## config.mk

```make
export PLATFORM = sky130hd
export DESIGN_NAME = booth_mul_issue_flat
export DESIGN_NICKNAME = d
export VERILOG_FILES = /design/src/rtl/booth_mul_pkg.sv /design/src/rtl/booth_mul_issue_if.sv /design/src/rtl/booth_res_fifo.sv /design/src/rtl/booth_res_fifo_chk.sv /design/src/rtl/booth_mul_issue.sv /design/src/flat_wrapper.sv
export SDC_FILE = /design/constraint.sdc
export NUM_CORES = 1
export LEC_CHECK = 0
export CAP_MARGIN = 20
export CORE_UTILIZATION = 54
export CTS_BUF_LIST = sky130_fd_sc_hd__clkbuf_2
export DETAILED_ROUTE_END_ITERATION = 8
export PLACE_DENSITY = 0.78
export SLEW_MARGIN = 20
export SYNTH_ARGS = -nofsm -noshare
export SYNTH_HDL_FRONTEND = slang
export SYNTH_SLANG_ARGS = --single-unit
```

## constraint.sdc

```tcl
create_clock -name clk_i -period 3.9 [get_ports clk_i]
set_input_delay 0.78 -clock clk_i [delete_from_list [all_inputs] [get_ports clk_i]]
set_output_delay 0.78 -clock clk_i [all_outputs]
set_load 0.02 [all_outputs]
```

## src/rtl/booth_mul_pkg.sv

```systemverilog
// Shared types and constants for the Booth multiplier issue/retire controller.
// MUL_W/PROD_W describe the 8x8 signed multiplier, MUL_LAT its fixed pipeline
// depth, TAG_W the sideband tag carried alongside each operation.
package booth_mul_pkg;

  localparam int unsigned MUL_W   = 8;
  localparam int unsigned PROD_W  = 16;
  localparam int unsigned MUL_LAT = 3;
  localparam int unsigned TAG_W   = 4;

  typedef struct packed {
    logic [PROD_W-1:0] prod;
    logic [TAG_W-1:0]  tag;
  } mul_res_t;

  // Number of valid slots in the in-flight shift register.
  function automatic logic [2:0] vld_popcount(input logic [MUL_LAT-1:0] v);
    logic [2:0] n;
    n = 3'd0;
    for (int i = 0; i < MUL_LAT; i++) begin
      n = n + {2'b00, v[i]};
    end
    return n;
  endfunction

endpackage

```

## src/rtl/booth_mul_issue_if.sv

```systemverilog
// Operand / product handshake bundle of booth_mul_issue.
//   in_*  : operand pair (md, mr, tag) with valid/ready, flowing into the block
//   out_* : signed product + tag with valid/ready, flowing out of the block
// slave is the controller's view, master the producer/consumer view.
interface booth_mul_issue_if;
  import booth_mul_pkg::*;

  logic              in_valid_i;
  logic              in_ready_o;
  logic [MUL_W-1:0]  in_md_i;
  logic [MUL_W-1:0]  in_mr_i;
  logic [TAG_W-1:0]  in_tag_i;
  logic              out_valid_o;
  logic              out_ready_i;
  logic [PROD_W-1:0] out_prod_o;
  logic [TAG_W-1:0]  out_tag_o;

  modport master (
    output in_valid_i, in_md_i, in_mr_i, in_tag_i, out_ready_i,
    input  in_ready_o, out_valid_o, out_prod_o, out_tag_o
  );

  modport slave (
    input  in_valid_i, in_md_i, in_mr_i, in_tag_i, out_ready_i,
    output in_ready_o, out_valid_o, out_prod_o, out_tag_o
  );

endinterface

```

## src/rtl/booth_res_fifo.sv

```systemverilog
// First-word-fall-through synchronous FIFO for multiplier results.
//   clk_i, rst_ni : clock, async active-low reset
//   flush_i       : sync clear of pointers/count; push and pop that cycle are void
//   push_i/data_i : write side (no ready; caller guarantees space)
//   pop_i         : read side accept, qualified internally with valid_o
//   valid_o/data_o: head entry, read straight from the storage registers
//   count_o       : occupancy 0..DEPTH
module booth_res_fifo
  import booth_mul_pkg::*;
#(
  parameter int unsigned DEPTH = 4
) (
  input  logic                       clk_i,
  input  logic                       rst_ni,
  input  logic                       flush_i,
  input  logic                       push_i,
  input  mul_res_t                   data_i,
  input  logic                       pop_i,
  output logic                       valid_o,
  output mul_res_t                   data_o,
  output logic [$clog2(DEPTH):0]     count_o
);

  localparam int unsigned PTR_W = $clog2(DEPTH);
  localparam int unsigned CNT_W = PTR_W + 1;

  mul_res_t           mem_q [DEPTH];
  mul_res_t           mem_d [DEPTH];
  logic [PTR_W-1:0]   wr_ptr_q, wr_ptr_d;
  logic [PTR_W-1:0]   rd_ptr_q, rd_ptr_d;
  logic [CNT_W-1:0]   cnt_q, cnt_d;
  logic               push_ok_s, pop_ok_s;

  assign valid_o = (cnt_q != {CNT_W{1'b0}});
  assign data_o  = mem_q[rd_ptr_q];
  assign count_o = cnt_q;

  // Qualify push/pop: flush voids both, pop needs a head entry.
  always_comb begin
    push_ok_s = push_i & ~flush_i;
    pop_ok_s  = pop_i & valid_o & ~flush_i;
  end

  // Next-state for storage, pointers (natural wrap, DEPTH is a power of 2) and count.
  always_comb begin
    mem_d    = mem_q;
    wr_ptr_d = wr_ptr_q;
    rd_ptr_d = rd_ptr_q;
    cnt_d    = cnt_q;
    if (push_ok_s) begin
      mem_d[wr_ptr_q] = data_i;
    end else begin
      mem_d = mem_q;
    end
    if (flush_i) begin
      wr_ptr_d = {PTR_W{1'b0}};
      rd_ptr_d = {PTR_W{1'b0}};
      cnt_d    = {CNT_W{1'b0}};
    end else begin
      if (push_ok_s) begin
        wr_ptr_d = wr_ptr_q + PTR_W'(1);
      end else begin
        wr_ptr_d = wr_ptr_q;
      end
      if (pop_ok_s) begin
        rd_ptr_d = rd_ptr_q + PTR_W'(1);
      end else begin
        rd_ptr_d = rd_ptr_q;
      end
      case ({push_ok_s, pop_ok_s})
        2'b10:   cnt_d = cnt_q + CNT_W'(1);
        2'b01:   cnt_d = cnt_q - CNT_W'(1);
        default: cnt_d = cnt_q;
      endcase
    end
  end

  // State registers; storage is cleared too so the head reads 0 out of reset.
  always_ff @(posedge clk_i or negedge rst_ni) begin
    if (!rst_ni) begin
      for (int i = 0; i < DEPTH; i++) begin
        mem_q[i] <= {($bits(mul_res_t)){1'b0}};
      end
      wr_ptr_q <= {PTR_W{1'b0}};
      rd_ptr_q <= {PTR_W{1'b0}};
      cnt_q    <= {CNT_W{1'b0}};
    end else begin
      mem_q    <= mem_d;
      wr_ptr_q <= wr_ptr_d;
      rd_ptr_q <= rd_ptr_d;
      cnt_q    <= cnt_d;
    end
  end

  booth_res_fifo_chk #(.DEPTH(DEPTH), .CNT_W(CNT_W)) u_chk (
    .clk_i   (clk_i),
    .rst_ni  (rst_ni),
    .push_i  (push_ok_s),
    .count_i (cnt_q)
  );

endmodule

```

## src/rtl/booth_res_fifo_chk.sv

```systemverilog
// Simulation checker for booth_res_fifo: the issue credit must make a push
// into a full FIFO impossible, so such a push is fatal.
//   clk_i, rst_ni : clock and async active-low reset
//   push_i        : effective push this cycle
//   count_i       : current FIFO occupancy
module booth_res_fifo_chk #(
  parameter int unsigned DEPTH = 4,
  parameter int unsigned CNT_W = 3
) (
  input logic             clk_i,
  input logic             rst_ni,
  input logic             push_i,
  input logic [CNT_W-1:0] count_i
);

  property p_no_push_full;
    @(posedge clk_i) disable iff (!rst_ni) push_i |-> (count_i != CNT_W'(DEPTH));
  endproperty

  a_no_push_full: assert property (p_no_push_full)
    else $fatal(1, "booth_res_fifo: push while full");

endmodule

```

## src/rtl/booth_mul_issue.sv

```systemverilog
// Issue/retire controller around the 3-stage radix-4 Booth 8x8 multiplier.
//   clk_i, rst_ni : clock, async active-low reset
//   flush_i       : sync discard of in-flight and buffered results
//   io            : operand in / product out handshakes (booth_mul_issue_if.slave)
//   mul_md_o/mr_o : operands to the multiplier, zero when nothing issues
//   mul_res_i     : multiplier result, MUL_LAT cycles after the drive cycle
//   inflight_o    : products currently inside the multiplier
// The multiplier cannot stall, so issue is credit based: an operation is only
// accepted when its product is guaranteed a FIFO slot on retirement.
module booth_mul_issue
  import booth_mul_pkg::*;
#(
  parameter int unsigned OUT_DEPTH = 4
) (
  input  logic               clk_i,
  input  logic               rst_ni,
  input  logic               flush_i,
  booth_mul_issue_if.slave   io,
  output logic [MUL_W-1:0]   mul_md_o,
  output logic [MUL_W-1:0]   mul_mr_o,
  input  logic [PROD_W-1:0]  mul_res_i,
  output logic [2:0]         inflight_o
);

  localparam int unsigned CNT_W = $clog2(OUT_DEPTH) + 1;

  logic [MUL_LAT-1:0]            vld_sr_q, vld_sr_d;
  logic [MUL_LAT-1:0][TAG_W-1:0] tag_sr_q, tag_sr_d;
  logic                          fire_s;
  logic                          in_ready_s;
  logic [2:0]                    inflight_s;
  logic [CNT_W-1:0]              fifo_cnt_s;
  logic [7:0]                    used_s;
  mul_res_t                      push_data_s;
  mul_res_t                      head_s;

  assign fire_s = io.in_valid_i & in_ready_s;

  // Credit: everything accepted but not yet popped (including the entry
  // retiring this cycle) must fit in the FIFO. No path from in_valid/out_ready.
  always_comb begin
    inflight_s = vld_popcount(vld_sr_q);
    used_s     = 8'(inflight_s) + 8'(fifo_cnt_s);
    if (flush_i) begin
      in_ready_s = 1'b0;
    end else begin
      in_ready_s = (used_s < 8'(OUT_DEPTH));
    end
  end

  // Operands reach the multiplier only in the accept cycle.
  always_comb begin
    if (fire_s) begin
      mul_md_o = io.in_md_i;
      mul_mr_o = io.in_mr_i;
    end else begin
      mul_md_o = {MUL_W{1'b0}};
      mul_mr_o = {MUL_W{1'b0}};
    end
  end

  // Valid/tag shift registers move every cycle, mirroring the multiplier stages.
  always_comb begin
    tag_sr_d = {tag_sr_q[MUL_LAT-2:0], io.in_tag_i};
    if (flush_i) begin
      vld_sr_d = {MUL_LAT{1'b0}};
    end else begin
      vld_sr_d = {vld_sr_q[MUL_LAT-2:0], fire_s};
    end
  end

  // Tracking registers; clearing vld_sr masks whatever the unreset multiplier holds.
  always_ff @(posedge clk_i or negedge rst_ni) begin
    if (!rst_ni) begin
      vld_sr_q <= {MUL_LAT{1'b0}};
      tag_sr_q <= {(MUL_LAT*TAG_W){1'b0}};
    end else begin
      vld_sr_q <= vld_sr_d;
      tag_sr_q <= tag_sr_d;
    end
  end

  assign push_data_s = {mul_res_i, tag_sr_q[MUL_LAT-1]};

  booth_res_fifo #(.DEPTH(OUT_DEPTH)) u_fifo (
    .clk_i   (clk_i),
    .rst_ni  (rst_ni),
    .flush_i (flush_i),
    .push_i  (vld_sr_q[MUL_LAT-1]),
    .data_i  (push_data_s),
    .pop_i   (io.out_ready_i),
    .valid_o (io.out_valid_o),
    .data_o  (head_s),
    .count_o (fifo_cnt_s)
  );

  assign io.in_ready_o = in_ready_s;
  assign io.out_prod_o = head_s.prod;
  assign io.out_tag_o  = head_s.tag;
  assign inflight_o    = inflight_s;

endmodule

```

## src/flat_wrapper.sv

```systemverilog
// flat-port wrapper written by rule: the top's interface ports become plain ports
module booth_mul_issue_flat import booth_mul_pkg::*;
#(
  parameter int unsigned OUT_DEPTH = 4
)
  (clk_i, rst_ni, flush_i, mul_md_o, mul_mr_o, mul_res_i, inflight_o, io_in_valid_i, io_in_md_i, io_in_mr_i, io_in_tag_i, io_out_ready_i, io_in_ready_o, io_out_valid_o, io_out_prod_o, io_out_tag_o);
  booth_mul_issue_if io_i ();
  input  logic clk_i;
  input  logic rst_ni;
  input  logic flush_i;
  output logic [MUL_W-1:0] mul_md_o;
  output logic [MUL_W-1:0] mul_mr_o;
  input  logic [PROD_W-1:0] mul_res_i;
  output logic [2:0] inflight_o;
  input wire logic [$bits(io_i.in_valid_i)-1:0] io_in_valid_i;
  input wire logic [$bits(io_i.in_md_i)-1:0] io_in_md_i;
  input wire logic [$bits(io_i.in_mr_i)-1:0] io_in_mr_i;
  input wire logic [$bits(io_i.in_tag_i)-1:0] io_in_tag_i;
  input wire logic [$bits(io_i.out_ready_i)-1:0] io_out_ready_i;
  output wire logic [$bits(io_i.in_ready_o)-1:0] io_in_ready_o;
  output wire logic [$bits(io_i.out_valid_o)-1:0] io_out_valid_o;
  output wire logic [$bits(io_i.out_prod_o)-1:0] io_out_prod_o;
  output wire logic [$bits(io_i.out_tag_o)-1:0] io_out_tag_o;
  assign io_i.in_valid_i = io_in_valid_i;
  assign io_i.in_md_i = io_in_md_i;
  assign io_i.in_mr_i = io_in_mr_i;
  assign io_i.in_tag_i = io_in_tag_i;
  assign io_i.out_ready_i = io_out_ready_i;
  assign io_in_ready_o = io_i.in_ready_o;
  assign io_out_valid_o = io_i.out_valid_o;
  assign io_out_prod_o = io_i.out_prod_o;
  assign io_out_tag_o = io_i.out_tag_o;
  booth_mul_issue #(.OUT_DEPTH(OUT_DEPTH)) u_core (.clk_i(clk_i), .rst_ni(rst_ni), .flush_i(flush_i), .io(io_i), .mul_md_o(mul_md_o), .mul_mr_o(mul_mr_o), .mul_res_i(mul_res_i), .inflight_o(inflight_o));
endmodule
```

# --- Word level (Yosys, flattened, before mapping) ---
# Index checks and enable logic that the tools add are counted.
# Widths: inputs -> output; s select.
op_classes:
  add_sub_neg: 7
  n_lt_le_gt_ge: 4
  n_eq_ne: 2
  muxes: 16
  bitwise: 7
  reduce_logical: 5
ops:
  columns: ["op", "n"]
  rows:
  - ["$bwmux 80", 1]
  - ["$mux 20", 3]
  - ["$bmux 20 s2", 1]
  - ["$demux 20 s2", 1]
  - ["$mux 8", 2]
  - ["$lt 8x3->1 const B", 1]
  - ["$mux 2", 4]
  - ["$ge 3x3->1 const B", 2]
  - ["$mux 3", 2]
  - ["$not 2->3", 2]
  - ["$pmux 3 s2", 1]
  - ["$reduce_bool 3->1", 2]
  - ["$add 2x1->2 const B", 2]
  - ["$add 3x3->4", 1]
  - ["$and 1x1->1", 4]
  - ["$reduce_bool 2->1", 2]
  - ["$add 3x1->3", 1]
  - ["$add 3x1->3 const B", 1]
  - ["$lt 3x1->1 const B", 1]
  - ["$sub 3x1->3 const B", 1]
  - ["$add 1x1->2", 1]
  - ["$eq 2x1->1 const B", 1]
  - ["$eq 2x2->1 const B", 1]
  - ["$logic_and 1x1->1", 1]
  - ["other kinds (2)", 2]
word_totals:
  ff_bits: 102
  output_inout_bits: 41

# --- Depth between registers and ports, before layout ---
depth:
  ltp_word: 7
  depth_mapped: 8
  mapped_depth_nobuf: 7

# --- Cells and area by module ---
# Synthesis repeated with hierarchy kept, for this count alone.
unflattened:
  cells_unflattened: 289
  hier_area_um2: 4653.2
by_module_without_submodules:
  columns: ["module", "instances", "cells_each", "area_each_um2", "seq_area_each_um2"]
  rows:
  - ["booth_res_fifo", 1, 244, 3990.1, 2177.1]
  - ["booth_mul_issue", 1, 45, 663.1, 375.4]

# --- Worst setup path after synthesis ---
# Ideal clock, no wire load.
synth_timing:
  kind: "register -> output"
  from: "register u_core.vld_sr_q[0]"
  to: "output port mul_md_o[6]"
  arrival_time_ps: 2510
  setup_slack_ps: 610
  stages_incl_launch_ff: 9
  n_path_buf: 1
  path_cell_list: "dfrtp_1 ha_1 ha_1 ha_1 ha_1 or4_4 a31oi_4 buf_6 and3_1"
synth_via:
  elab_chain_cells: 7
synth_rtl:
  columns: ["item", "line", "rtl"]
  rows:
  - ["start, declared", "booth_mul_issue.sv:27", "logic [MUL_LAT-1:0] vld_sr_q, vld_sr_d;"]
  - ["start signal, assigned", "booth_mul_issue.sv:75", "vld_sr_q <= {MUL_LAT{1'b0}};"]
  - ["start signal, assigned", "booth_mul_issue.sv:78", "vld_sr_q <= vld_sr_d;"]
  - ["$add 1x1->2", "booth_mul_pkg.sv:21", "n = n + {2'b00, v[i]};"]
  - ["$add 3x1->3", "booth_mul_pkg.sv:21", null]
  - ["net inflight_o[2]", "flat_wrapper.sv:14", "output logic [2:0] inflight_o;"]
  - ["$add 3x3->4", "booth_mul_issue.sv:43", "used_s = 8'(inflight_s) + 8'(fifo_cnt_s);"]
  - ["$lt 8x3->1", "booth_mul_issue.sv:47", "in_ready_s = (used_s < 8'(OUT_DEPTH));"]
  - ["$mux 1", "booth_mul_issue.sv:44", "if (flush_i) begin"]
  - ["net io_in_ready_o", "flat_wrapper.sv:20", "output wire logic [$bits(io_i.in_ready_o)-1:0] io_in_ready_o;"]
  - ["$and 1x1->1", "booth_mul_issue.sv:37", "assign fire_s = io.in_valid_i & in_ready_s;"]
  - ["$mux 8", "booth_mul_issue.sv:53", "if (fire_s) begin"]
  - ["end, declared", "flat_wrapper.sv:11", "output logic [MUL_W-1:0] mul_md_o;"]
# The timed path passes the listed nets, and every way through them passes these cells.

# --- Worst setup path in the final report ---
layout_timing:
  from: "register u_core.vld_sr_q[0]"
  to: "output port mul_md_o[3]"
layout_via:
  elab_chain_cells: 7
layout_rtl:
  columns: ["item", "line"]
  rows:
  - ["$add 1x1->2", "booth_mul_pkg.sv:21"]
  - ["$add 3x1->3", "booth_mul_pkg.sv:21"]
  - ["$add 3x3->4", "booth_mul_issue.sv:43"]
  - ["$lt 8x3->1", "booth_mul_issue.sv:47"]
  - ["$mux 1", "booth_mul_issue.sv:44"]
  - ["$and 1x1->1", "booth_mul_issue.sv:37"]
  - ["$mux 8", "booth_mul_issue.sv:53"]
# Every way passes these cells.

==> results by stage <==
Detailed routing:
- After detailed routing, the number of remaining DRC violations is 0.
- Once detail routing completed, the nets flagged for antenna violations numbered 0.
- After detailed routing, the total wire length is about 8200 um.
- Before antenna repair, the detailed router went through 5 iterations.
- The routed layout has 2655 vias.
- The violation count after the first detailed-route iteration is 52.
- The routed length per instance is 17.06 um.
- The vias per cell is 5.520.

Place:
- The wire-length estimate of the detail-placed layout is approximately 5500 um.
- The port buffer count is a little over 80.
- The count of placed standard cells including taps is 459.
- The instance area after placement is roughly 0.0054 mm^2.
- The weighted congestion reported at the end of routability-driven placement is between 0.8 and 0.9.

STA:
- For the final database, setup skew stands at roughly 0.015 ns.
- The number of hold violations in the final report is 0.
- The final-report max-slew violation count is 0.
- The worst pin sits at a relative slew slack of between 50% and 60%.
- Timing would allow up to 260.9 MHz.
- The post-route clock period utilization is roughly 100%.
- For the pin with the worst max-slew slack, the measured transition is between 0.6 and 0.7 ns.
- The count of final setup violators is 0.
- The final critical-path required period is roughly 3.8 ns.
- The worst hold slack across all endpoints is approximately 0.24 ns.
- Setup repair after global routing could not meet its margin everywhere.

Floorplan:
- After floorplanning, the core was divided into 32 placement rows.
- The die is 93.33 um tall.
- For this configuration, the core starts out at a cell density of between 50% and 60%.
- After floorplanning, the core was sized to cover 0.007888 mm^2.
- Measured along the x axis, the die boundary spans slightly above 90 um.
- The I/O pin total is 82.
- The die covers 0.008710 mm^2.

Clock tree:
- The H-tree was split into 3 levels.
- The number of sinks on the clock net is just over 100.
- The later-pin clock latency in the skew report is about 0.54 ns.
- The number of clock buffers inserted by TritonCTS is 9.
- The cell at the root of the clock tree is clkbuf_2.
- Clock-pin slew was measured on the worst setup and hold paths at about 0.26 ns.
- The buffer levels on the longest clock path is 2.
- The clock tree from TritonCTS is yes.
- After clock tree synthesis, the flow added hold-fix buffers numbering 0.

Min path:
- The worst hold-check path type is input port to asynchronous set/reset pin.

Yosys:
- Synthesis produced a netlist whose cell count is ~280.
- Yosys attributes the largest share of cell area to dfrtp_1, mux2_2, mux4_2.
- The area of the mapped netlist is 0.004504 mm^2.
- In this run the biggest area consumer among cell types represents between 50 and 60% of the synthesized area.
- The number of nets handed over by synthesis was between 300 and 400.
- Summing the sequential cell areas from Yosys gives a little under three fifths of the chip area.
- The biggest area contributor in the post-synthesis netlist is dfrtp_1.
- The synthesized design contains 102 register bits.
- The netlist uses 28 different library cells.
- During synthesis, Yosys emitted a total of 0 warnings.
- In this run the mean area of a mapped cell was 15.97 um^2.

Global route:
- The layer flagged by global routing as most heavily used is met2.
- For this run, the total global-route usage over all layers was measured as around a fifth.
- In the global route stage, met2 resource usage came out at roughly a third.
- The first global-routing pass estimated around 13000 um of wire.
- Global routing consumed, on the met1 layer, between 20% and 30% of the routing resources.
- The via count of the first global-routing pass is about 2700.
- The global route total overflow is 0.
- In the global route stage, met3 resource usage came out at approximately 6%.
- The pin count of the biggest net entering global routing is 103.
- The initial antenna violation count is 0.

Cells and area:
- Once layout is done, the placed cells without fillers occupy around 0.0057 mm^2.
- In the final layout, the share of cells above drive strength 1 is between 40% and 50%.
- The synthesis-to-layout area growth is 25.86%.
- The filler cells instantiated in the layout total 506.
- In the final layout, the multi-input gates occupy between 0.0015 and 0.002 mm^2.
- The number of diodes added for antenna fixing is 0.
- Leaving out filler cells and counting taps, the final layout contains between 400 and 500.
- In the final layout, flip-flops and latches occupy 0.002552 mm^2.
- At the end of the flow, the number of nets in the layout was around 430.

Status:
- The flow ran to the end, and the final reports show no timing, DRC or antenna violations.

Power and ir drop:
- The part of the power in combinational logic is 23.9%.
- The switching part of the total power is approximately 28%.
- Cell internal power was estimated by the tool at around 1.5 mW.
- The switching power total is ~600 uW.
- The share of total power in the clock network is between 20% and 30%.
- Sequential cells account for 55.5% of the total power.
- The highest ir drop seen on vdd is between 0.00015 and 0.0002 V.
- In this run the static leakage power is 2.681 nW.
- Dividing total power by cell area gives a power density of about 370 mW/mm^2.

Worst setup path:
- The dominant cell type by count on the critical path is ha_4.
- The data arrival at the endpoint of the critical path is a little over 3 ns.
- The nature of the critical path endpoint is a primary output.
- Walking the worst path, the cells encountered are ha_1 -> ha_2 -> ha_4 -> ha_4 -> or4_4 -> a31oi_4 -> clkbuf_16 -> and3_2 -> buf_6.
- The required time of the worst setup path is roughly 3.1 ns.
- Of all nets on the critical path, the largest fanout is 5.
- The largest single stage delay on the critical path is around 0.52 ns.
- The standard cell with the maximum stage delay on the critical path is or4_4.
- The worst setup path is of the flop to primary output kind.
- The worst setup path is launched from a flop.

Run:
- Max-cap violations in this run came to 0.
[Yosys cell counts (all sizes together)]
library cell / count
a22oi: 1
a31oi: 1
and2: 1
and2b: 1
and3: 17
buf: 12
clkbuf: 4
dfrtp: 102
fa: 2
ha: 9
inv: 2
mux2: 80
mux2i: 2
mux4: 20
nand2: 4
nand3: 1
nor2: 6
nor2b: 2
nor3: 3
nor3b: 1
o21ai: 2
o31ai: 1
or3: 1
or4: 1
xnor2: 4
xor2: 2
[cell type report]
class	instances	share of cell area, %
multi-input combinational	162	33.50
clock inverter	7	0.8387
clock buffer	9	0.7945
tap	102	2.251
sequential	102	45.02
inverter	2	0.1324
timing repair buffer	97	17.46
[path summary, 6_finish.rpt]
| check | slack [ns] | from | cells after the start | to |
|---|---|---|---|---|
| max | 0.07 | u_core.vld_sr_q[0] | 9 | mul_md_o[3] |
| min | 0.24 | rst_ni | 2 | u_core.u_fifo.mem_q[66] |
| max reg2reg | 1.58 | u_core.vld_sr_q[0] | 8 | u_core.vld_sr_q[0] |
| min reg2reg | 0.39 | u_core.tag_sr_d[4] | 0 | u_core.tag_sr_d[8] |
| max in group asynchronous | 3.27 | rst_ni | 2 | u_core.tag_sr_d[7] |
| min in group clk_i | 0.39 | u_core.tag_sr_d[4] | 0 | u_core.tag_sr_d[8] |
[worst max-delay path: cells and delay by family (launching register included)]
kind	cells	cell delay [ns]
flip-flops	1	0.44
adder cells (fa/ha/maj)	4	0.80
AO/OA/AOI/OAI	1	0.27
buffers and inverters	2	0.30
AND/OR/NAND/NOR	2	0.70
[cell usage in the layout (no fill, tap or decap), drive strengths merged, types with 5 or more instances in the layout]
| cell type | synthesis | routed |
|---|---|---|
| dfrtp | 102 | 102 |
| clkdlybuf4s50 | 0 | 63 |
| inv | 2 | 5 |
| mux4 | 20 | 20 |
| mux2 | 80 | 80 |
| clkbuf | 4 | 11 |
| nor2 | 6 | 6 |
| buf | 12 | 32 |
| ha | 9 | 9 |
| and3 | 17 | 17 |
[state kept, by name, indices dropped and copies added (netlist names)]
name and cells:
u_core.u_fifo.count_o 3, u_core.push_data_s 4, u_core.u_fifo.wr_ptr_q 2, u_core.vld_sr_q 3, u_core.u_fifo.mem_q 80, u_core.u_fifo.rd_ptr_q 2, u_core.tag_sr_d 8
[repair_timing]
| item | CTS | global route |
|---|---|---|
| cloned | 0 | 2 |
| resized for setup | 65 | 41 |
| setup endpoints to repair | 17 | 17 |
| buffers inserted | 3 | 1 |
[cell families (layout without fill, tap and decap cells)]
logic type,Yosys count,after routing,share of synthesized area [%]
DFF,102,102,56.67
buffers and inverters,18,115,1.972
and+or+nand+nor,38,38,5.028
AOI/OAI and AO/OA,5,5,1.333
xor gates and xnor gates,6,6,1.167
muxes,102,102,30.44
adders and majority gates,11,11,3.389
[per-stage QoR]
stage / TNS (ns) / power (mW) / util (%) / worst slack, ns
6_report: 0 / 2.112 / 71.88 / 0.06713
5_1_grt: -1.302 / 2.220 / 71.88 / -0.1144
2_1_floorplan: 0 / 1.451 / - / 0.6102
3_3_place_gp: 0 / 1.675 / 69.05 / 0.1876
4_1_cts: 0 / 2.123 / 69.64 / 0.02144
3_5_place_dp: 0 / 1.686 / 69.05 / 0.1398
[power groups by stage]
stage,clock (mW),combinational [mW],sequential [mW]
finish,0.435,0.505,1.17
global route,0.498,0.538,1.18
CTS,0.457,0.493,1.17
detailed placement,0,0.495,1.19
global placement,0,0.487,1.19
floorplan,0,0.272,1.18
[routing by layer]
layer	routed length, um	vias up	share of wire [%]
met5	0	-	0
met4	91	0	1.1
met3	476	10	5.8
met2	4015	87	49
met1	3620	1345	44
li1	-	1213	-
Power figures use the tool's default switching activity.
